--- src/rtl/mem_arb_pkg.sv ---
// Shared widths, requester IDs and command types for the system RAM arbiter.
// The RAM is 64K x 8 with one-cycle synchronous read latency.
package mem_arb_pkg;

    localparam int ADDR_W = 16;
    localparam int DATA_W = 8;
    localparam int WAIT_W = 8;

    localparam int REQ_CPU = 0;
    localparam int REQ_DMA = 1;

    typedef struct packed {
        logic              we;
        logic [ADDR_W-1:0] addr;
        logic [DATA_W-1:0] data;
    } mem_cmd_t;

    // A requester owns the next read-return slot only when it won a read access
    function automatic logic [1:0] nextReadOwner(input logic gnt0, input logic we0,
                                                 input logic gnt1, input logic we1);
        logic [1:0] owner;
        owner[REQ_CPU] = gnt0 & ~we0;
        owner[REQ_DMA] = gnt1 & ~we1;
        return owner;
    endfunction

endpackage

--- src/rtl/mem_arb_fairness.sv ---
// Grant selection for the two RAM requesters: CPU has fixed priority, and a
// wait counter hands the DMA port the next contested cycle once it has waited MAX_WAIT cycles.
module mem_arb_fairness
    import mem_arb_pkg::*;
#(
    parameter int MAX_WAIT = 4
)
(
    input  logic CLK,
    input  logic RESET,
    input  logic REQ0,
    input  logic REQ1,
    output logic gnt0,
    output logic gnt1
);

    localparam logic [WAIT_W-1:0] MAX_CNT  = WAIT_W'(MAX_WAIT);
    localparam bit                GUARD_ON = (MAX_WAIT != 0);

    logic [WAIT_W-1:0] r_waitCnt;
    logic              w_dmaTurn;

    always_comb begin
        w_dmaTurn = GUARD_ON && (r_waitCnt == MAX_CNT);
        gnt0      = 1'b0;
        gnt1      = 1'b0;
        // No access is accepted while reset is held, so a read in flight is dropped
        if (!RESET) begin
            if (REQ0 && REQ1) begin
                gnt1 = w_dmaTurn;
                gnt0 = !w_dmaTurn;
            end else begin
                gnt0 = REQ0;
                gnt1 = REQ1;
            end
        end
    end

    always_ff @(posedge CLK or posedge RESET) begin
        if (RESET) begin
            r_waitCnt <= '0;
        end else if (!REQ1 || gnt1) begin
            r_waitCnt <= '0;
        end else if (r_waitCnt != MAX_CNT) begin
            r_waitCnt <= r_waitCnt + 1'b1;
        end
    end

endmodule

--- src/rtl/mem_arbiter.sv ---
// Shares the single-port system RAM between the 6502 core (port 0) and the DMA/loader (port 1).
// One access per cycle; read data returns to the winning port one cycle after its ACK.
module mem_arbiter
    import mem_arb_pkg::*;
#(
    parameter int MAX_WAIT = 4
)
(
    input  logic              CLK,
    input  logic              RESET,

    input  logic              REQ0,
    input  logic              WE0,
    input  logic [ADDR_W-1:0] ADDR0,
    input  logic [DATA_W-1:0] WDATA0,
    output logic              ACK0,
    output logic              RVALID0,
    output logic [DATA_W-1:0] RDATA0,

    input  logic              REQ1,
    input  logic              WE1,
    input  logic [ADDR_W-1:0] ADDR1,
    input  logic [DATA_W-1:0] WDATA1,
    output logic              ACK1,
    output logic              RVALID1,
    output logic [DATA_W-1:0] RDATA1,

    output logic              MEM_WE,
    output logic [ADDR_W-1:0] MEM_ADDR,
    output logic [DATA_W-1:0] MEM_DIN,
    input  logic [DATA_W-1:0] MEM_DOUT
);

    logic     w_gnt0;
    logic     w_gnt1;
    mem_cmd_t w_cmd0;
    mem_cmd_t w_cmd1;
    mem_cmd_t w_memCmd;
    logic [1:0] r_rdOwner;

    mem_arb_fairness #(
        .MAX_WAIT (MAX_WAIT)
    ) u_fairness (
        .CLK   (CLK),
        .RESET (RESET),
        .REQ0  (REQ0),
        .REQ1  (REQ1),
        .gnt0  (w_gnt0),
        .gnt1  (w_gnt1)
    );

    assign w_cmd0 = '{we: WE0, addr: ADDR0, data: WDATA0};
    assign w_cmd1 = '{we: WE1, addr: ADDR1, data: WDATA1};

    // Idle cycles drive an all-zero command so the RAM never sees a stray write
    always_comb begin
        w_memCmd = '0;
        if (w_gnt0) begin
            w_memCmd = w_cmd0;
        end else if (w_gnt1) begin
            w_memCmd = w_cmd1;
        end
    end

    assign MEM_WE   = w_memCmd.we;
    assign MEM_ADDR = w_memCmd.addr;
    assign MEM_DIN  = w_memCmd.data;
    assign ACK0     = w_gnt0;
    assign ACK1     = w_gnt1;

    always_ff @(posedge CLK or posedge RESET) begin
        if (RESET) begin
            r_rdOwner <= '0;
        end else begin
            r_rdOwner <= nextReadOwner(w_gnt0, WE0, w_gnt1, WE1);
        end
    end

    // RAM output lines up with the owner register, so only the owner sees data
    assign RVALID0 = r_rdOwner[REQ_CPU];
    assign RVALID1 = r_rdOwner[REQ_DMA];
    assign RDATA0  = RVALID0 ? MEM_DOUT : '0;
    assign RDATA1  = RVALID1 ? MEM_DOUT : '0;

endmodule

--- config.mk ---
export PLATFORM = sky130hd
export DESIGN_NAME = mem_arbiter
export DESIGN_NICKNAME = d
export VERILOG_FILES = /design/src/rtl/mem_arb_pkg.sv /design/src/rtl/mem_arb_fairness.sv /design/src/rtl/mem_arbiter.sv
export SDC_FILE = /design/constraint.sdc
export NUM_CORES = 1
export LEC_CHECK = 0
export ABC_AREA = 1
export CORE_UTILIZATION = 60
export DETAILED_ROUTE_END_ITERATION = 12
export DONT_BUFFER_PORTS = 1
export PLACE_DENSITY_LB_ADDON = 0.25
export SYNTH_ARGS = -nofsm -noshare
export SYNTH_HDL_FRONTEND = slang
export SYNTH_SLANG_ARGS = --single-unit
--- constraint.sdc ---
create_clock -name CLK -period 3.33 [get_ports CLK]
set_clock_uncertainty 0.15 [all_clocks]
set_input_delay 0.4995 -clock CLK [delete_from_list [all_inputs] [get_ports CLK]]
set_output_delay 0.4995 -clock CLK [all_outputs]
set_load 0.005 [all_outputs]
# Word-level counts from Yosys, hierarchy flattened
# Cells that the tools add are included.
dict set report op_classes {
  add_sub_neg 1
  multipliers 0
  div 0
  order_cmp 0
  eq_ne 2
  shift 0
  muxes 10
  n_bitwise 4
  reduce_logical 5
}
# cell n
set op_table {}
lappend op_table {{25-bit two-way mux} 2}
lappend op_table {{8-bit two-way mux} 4}
lappend op_table {{8-bit by 1-bit adder with 8-bit output (second input constant)} 1}
lappend op_table {{8-bit by 3-bit == test with 1-bit output (second input constant)} 1}
lappend op_table {{8-bit by 3-bit inequality test with 1-bit output (second input constant)} 1}
lappend op_table {{1-bit two-way mux} 4}
lappend op_table {{1-bit bitwise AND} 2}
lappend op_table {{1-bit zero test} 2}
lappend op_table {{1-bit NOT} 2}
lappend op_table {{2-bit nonzero test} 1}
lappend op_table {{1-bit logical AND} 1}
lappend op_table {{1-bit logical OR} 1}
dict set report totals {
  ff_bits 10
  latchBits 0
  mem_bits_rw 0
  mem_bits_ro 0
  n_memories 0
}

# Longest topological paths before layout
dict set report depth {
  word_depth 5
  ltp_mapped 10
  ltp_nobuf 9
}

# Cells and area by module
# Synthesis repeated with hierarchy kept, for this count alone.
dict set report unflattened {
  cells_unflattened 193
  area_unflattened_um2 1148.6
}
# mod instances cells_each area_per_inst_um2
set modules_own_cells {}
lappend modules_own_cells {mem_arbiter 1 124 655.6}
lappend modules_own_cells {mem_arb_fairness 1 69 493.0}

# Worst setup path before layout
# Ideal clock, no wire load.
dict set report synth_timing {
  path_type {register -> output}
  startpoint {reg u_fairness.r_waitCnt[0]}
  endpoint {out MEM_ADDR[10]}
  arrival_time_ns 1.272
  required_ns 2.680
  slack_ns 1.408
  stages_incl_launch_ff 11
  n_path_buf 1
  cell_sequence {dfrtp_1 inv_1 ha_1 nand2_2 nor2_4 nand2_4 inv_6 nand2_8 buf_6 nand3_1 nand2_1}
}
dict set report synth_via {
  elab_chain_len 5
  word_cells_on_any_way 8
  classes_between {eq/ne: 1; mux: 6; reduce/logical: 1}
}
# element line_no
set synth_rtl {}
lappend synth_rtl {{from (decl)} mem_arb_fairness.sv:20} ;# logic [WAIT_W-1:0] r_waitCnt;
lappend synth_rtl {{from (signal assigned)} mem_arb_fairness.sv:45} ;# r_waitCnt <= r_waitCnt + 1'b1;
lappend synth_rtl {{8-bit by 3-bit == test with 1-bit output (*)} mem_arb_fairness.sv:24} ;# w_dmaTurn = GUARD_ON && (r_waitCnt == MAX_CNT);
lappend synth_rtl {{1-bit two-way mux / 1-bit zero test (equally long branches)} {mem_arb_fairness.sv:29, mem_arb_fairness.sv:31}}
lappend synth_rtl {{1-bit two-way mux (on tied branches)} {mem_arb_fairness.sv:28, mem_arb_fairness.sv:29}}
lappend synth_rtl {{25-bit two-way mux / 1-bit two-way mux (equally long branches)} {mem_arbiter.sv:60, mem_arb_fairness.sv:28}}
lappend synth_rtl {{25-bit two-way mux (*)} mem_arbiter.sv:58} ;# if (w_gnt0) begin
lappend synth_rtl {{to (decl)} mem_arbiter.sv:29} ;# output logic [ADDR_W-1:0] MEM_ADDR,
# Every way passes the cells marked *; elsewhere a longest branch is shown, timed or not.

# Final worst setup path
dict set report layout_timing {
  startpoint {reg u_fairness.r_waitCnt[0]}
  endpoint {out ACK1}
}
dict set report layout_via {
  elab_chain_len 3
}
# element line_no
set layout_rtl {}
lappend layout_rtl {{8-bit by 3-bit == test with 1-bit output} mem_arb_fairness.sv:24}
lappend layout_rtl {{1-bit two-way mux} mem_arb_fairness.sv:29} ;# if (REQ0 && REQ1) begin
lappend layout_rtl {{1-bit two-way mux} mem_arb_fairness.sv:28} ;# if (!RESET) begin
lappend layout_rtl {{to (decl)} mem_arbiter.sv:24} ;# output logic ACK1,
# No other way between the ends.

==> metrics <==
Post-Syn Area per Cell=about 6.4 µm²; I/O pin count=approximately 110; Worst Path Buf+Inv=2; Routability Congestion=0.768; Fill cells=194; Final Util=0.626; via count=1251; Reg area=about 250 µm²; Die H=approximately 48 µm; Hold WS=roughly 0.14 ns; Synth top area share=0.201; Syn Nets=260; Global Route Usage Sum=0.245; critical-path cell list=inv_1, ha_1, nand2_2, nor2_4, nand2_4, nand2_4, nand2_1, inv_1; Critical Path Sink Type=primary output; Clock Sinks=10; Detailed Route Iter0 Violations=31; reg2reg path depth=9; row cnt=16; number of synthesized flops with an enable pin=0; core box area=roughly 2000 µm²; crit path kind=flop to primary output; CTS Buffer Depth=2; Layout area overhead=-1.60%; remaining antenna violation count=0; period utilisation layout=0.716; status=finished, final reports clean; CP arrival=roughly 1.7 ns; Max Slew Vio Count=0; cell with the most instances after synthesis=nand2_1; port bufs=0; clk slew on worst S/H paths=0.06 ns; number of max-cap violations=0; Yosys warning count=0; RR Endpoint=u_fairness.r_waitCnt[2]; via/cell ratio=between 5 and 6; Pre-antenna DRT Iters=4; Clock Root Buffer=clkbuf_4; CTS buffer count=3; CTS tree=yes; VDD IR-drop max=0.318 mV; fin crit period=between 2 and 2.5 ns; Hold WC Path Type=input pin to flop; area occupied by multi-input gates=around 800 µm²; Avg WL per Cell=14.4 µm; required time worst endpoint=~2.7 ns; Synth area leaders=dfrtp_1 20%, nand2_1 17%, nand3_1 17%, nand3_2 10%, inv_1 8.7%; RSZ-0062 raised after global routing=false; final WL=between 3000 and 4000 µm; Setup TNS=0 ns; share of cells above drive strength 1=0.153; CP startpoint=u_fairness.r_waitCnt[0]; CTS resizes=0; Final setup viols=0; ant diodes=0; PwrDens=about 230 nW/µm²; H-Tree Depth=1; # DRC=0; Async SR Flop Fraction=1.00; Reg2Reg Setup Slack=about 1.5 ns; largest net degree at the start of global routing=27; final cell count without fillers=216; Design Power=between 200 and 300 µW; synthesized area=1250 µm²; Yosys cell types=25; first-pass GRT wire length=about 3800 µm; Die W=between 40 and 50 µm; initial antenna violation count=0; Worst slew margin=0.653; ys flop type=dfrtp_1; CP max stage delay=~0.40 ns; number of global-route vias before repair=approximately 910; Least-Margin Pin Slew=about 0.52 ns; Synth top cells by count=57 x nand2_1, 42 x nand3_1, 29 x inv_1; cell count along the critical path=8; worst r2r src=u_fairness.r_waitCnt[0]; Worst path top cell family by delay=simple AND/OR/NAND/NOR gates; die footprint=~2300 µm²; Final Hold Viols=0; CP max-delay cell=dfrtp_1; Worst setup endpoint=ACK1; HPWL Detailed=around 2500 µm; placed cells=about 210; Nets=about 260; largest area contributor in the synthesized netlist=dfrtp_1; CP Launch Type=flop; Yosys reg bits=10; Initial Util=0.636; Pleak=between 0.0007 and 0.0008 µW; Syn Inst Count=a little under 200; register area share after synthesis=0.201; CP max FO=26; FMAX=419 MHz; later-pin clock latency in the skew report=roughly 0.27 ns; grt ovf=0
worst register-to-register path, stage by stage (launching register included):
cell and delay, ns:
dfrtp_1 0.40, inv_1 0.10, ha_1 0.18, nand2_2 0.07
nor2_4 0.12, nand2_4 0.10, nand2_4 0.22, nand2_1 0.17
nand2_2 0.15, nor2_1 0.05
metal layers:
metal	GRT usage	wire (µm)	vias up
met1	0.270	1200	574
li1	-	-	606
met4	0.0333	15	0
met2	0.408	1480	69
met5	0	0	-
met3	0.158	417	2
kinds of logic (layout without fill, tap and decap cells):
kind of cell,count (synthesis),in the layout,share of synthesized area
compound gates,3,3,0.0201
xor+xnor,3,3,0.0211
fa+ha+maj,2,2,0.0201
buf+inv,43,36,0.173
flops,10,10,0.201
simple gates,135,135,0.566
cell type report:
cell class | count | share of cell area
tap | 27 | 0.0275
multi-input combinational | 143 | 0.637
inverter | 31 | 0.0989
sequential | 10 | 0.204
timing repair buffer | 2 | 0.0143
clock buffer | 3 | 0.0183
power breakdown:
group / internal, µW / switching (µW) / leakage (µW)
clock: 41.6 / 38.7 / 0.0000138
sequential: 125 / 4.95 / 0.000137
combinational: 24.8 / 49.0 / 0.000578
total: 191 / 92.6 / 0.000729
layout by cell type, fill, tap and decap left out, drive strengths merged:
cell,netlist,final
dlygate4sd3,0,1
o2111ai,2,2
nor2,14,14
nor3,1,1
nand3,55,55
or2,1,1
nand2,62,62
buf,10,1
o211ai,1,1
ha,2,2
inv,31,31
dfrtp,10,10
clkbuf,2,3
xor2,3,3
nand4,2,2
stage by stage:
stage | area (µm²) | setup WS [ns]
global placement | 1190 | 1.30
detailed placement | 1190 | 1.25
floorplan | 1250 | 1.41
global route | 1230 | 0.843
CTS | 1230 | 0.966
finish | 1230 | 0.945
sequential cells by signal, indices dropped and copies added, names as in the netlist:
signal,cells
r_rdOwner,2
u_fairness.r_waitCnt,8
timing repair:
item | CTS | global route
setup endpoints to repair | 0 | 0
setup buffers | 0 | 0
hold buffers | 1 | 0
hold endpoints to repair | 10 | 0
worst min-delay path by stage:
| stage | startpoint | endpoint | slack, ns | cells after the start |
|---|---|---|---|---|
| 2_1_floorplan | RESET | r_rdOwner[0] | 0.35 | 2 |
| 3_3_place_gp | RESET | u_fairness.r_waitCnt[0] | 0.24 | 1 |
| 3_5_place_dp | RESET | u_fairness.r_waitCnt[1] | 0.24 | 1 |
| 4_1_cts | WE0 | r_rdOwner[0] | 0.14 | 1 |
| 5_1_grt | WE1 | r_rdOwner[1] | 0.13 | 1 |
| 6_report | WE0 | r_rdOwner[0] | 0.14 | 1 |
(Power assumes the default switching activity.)
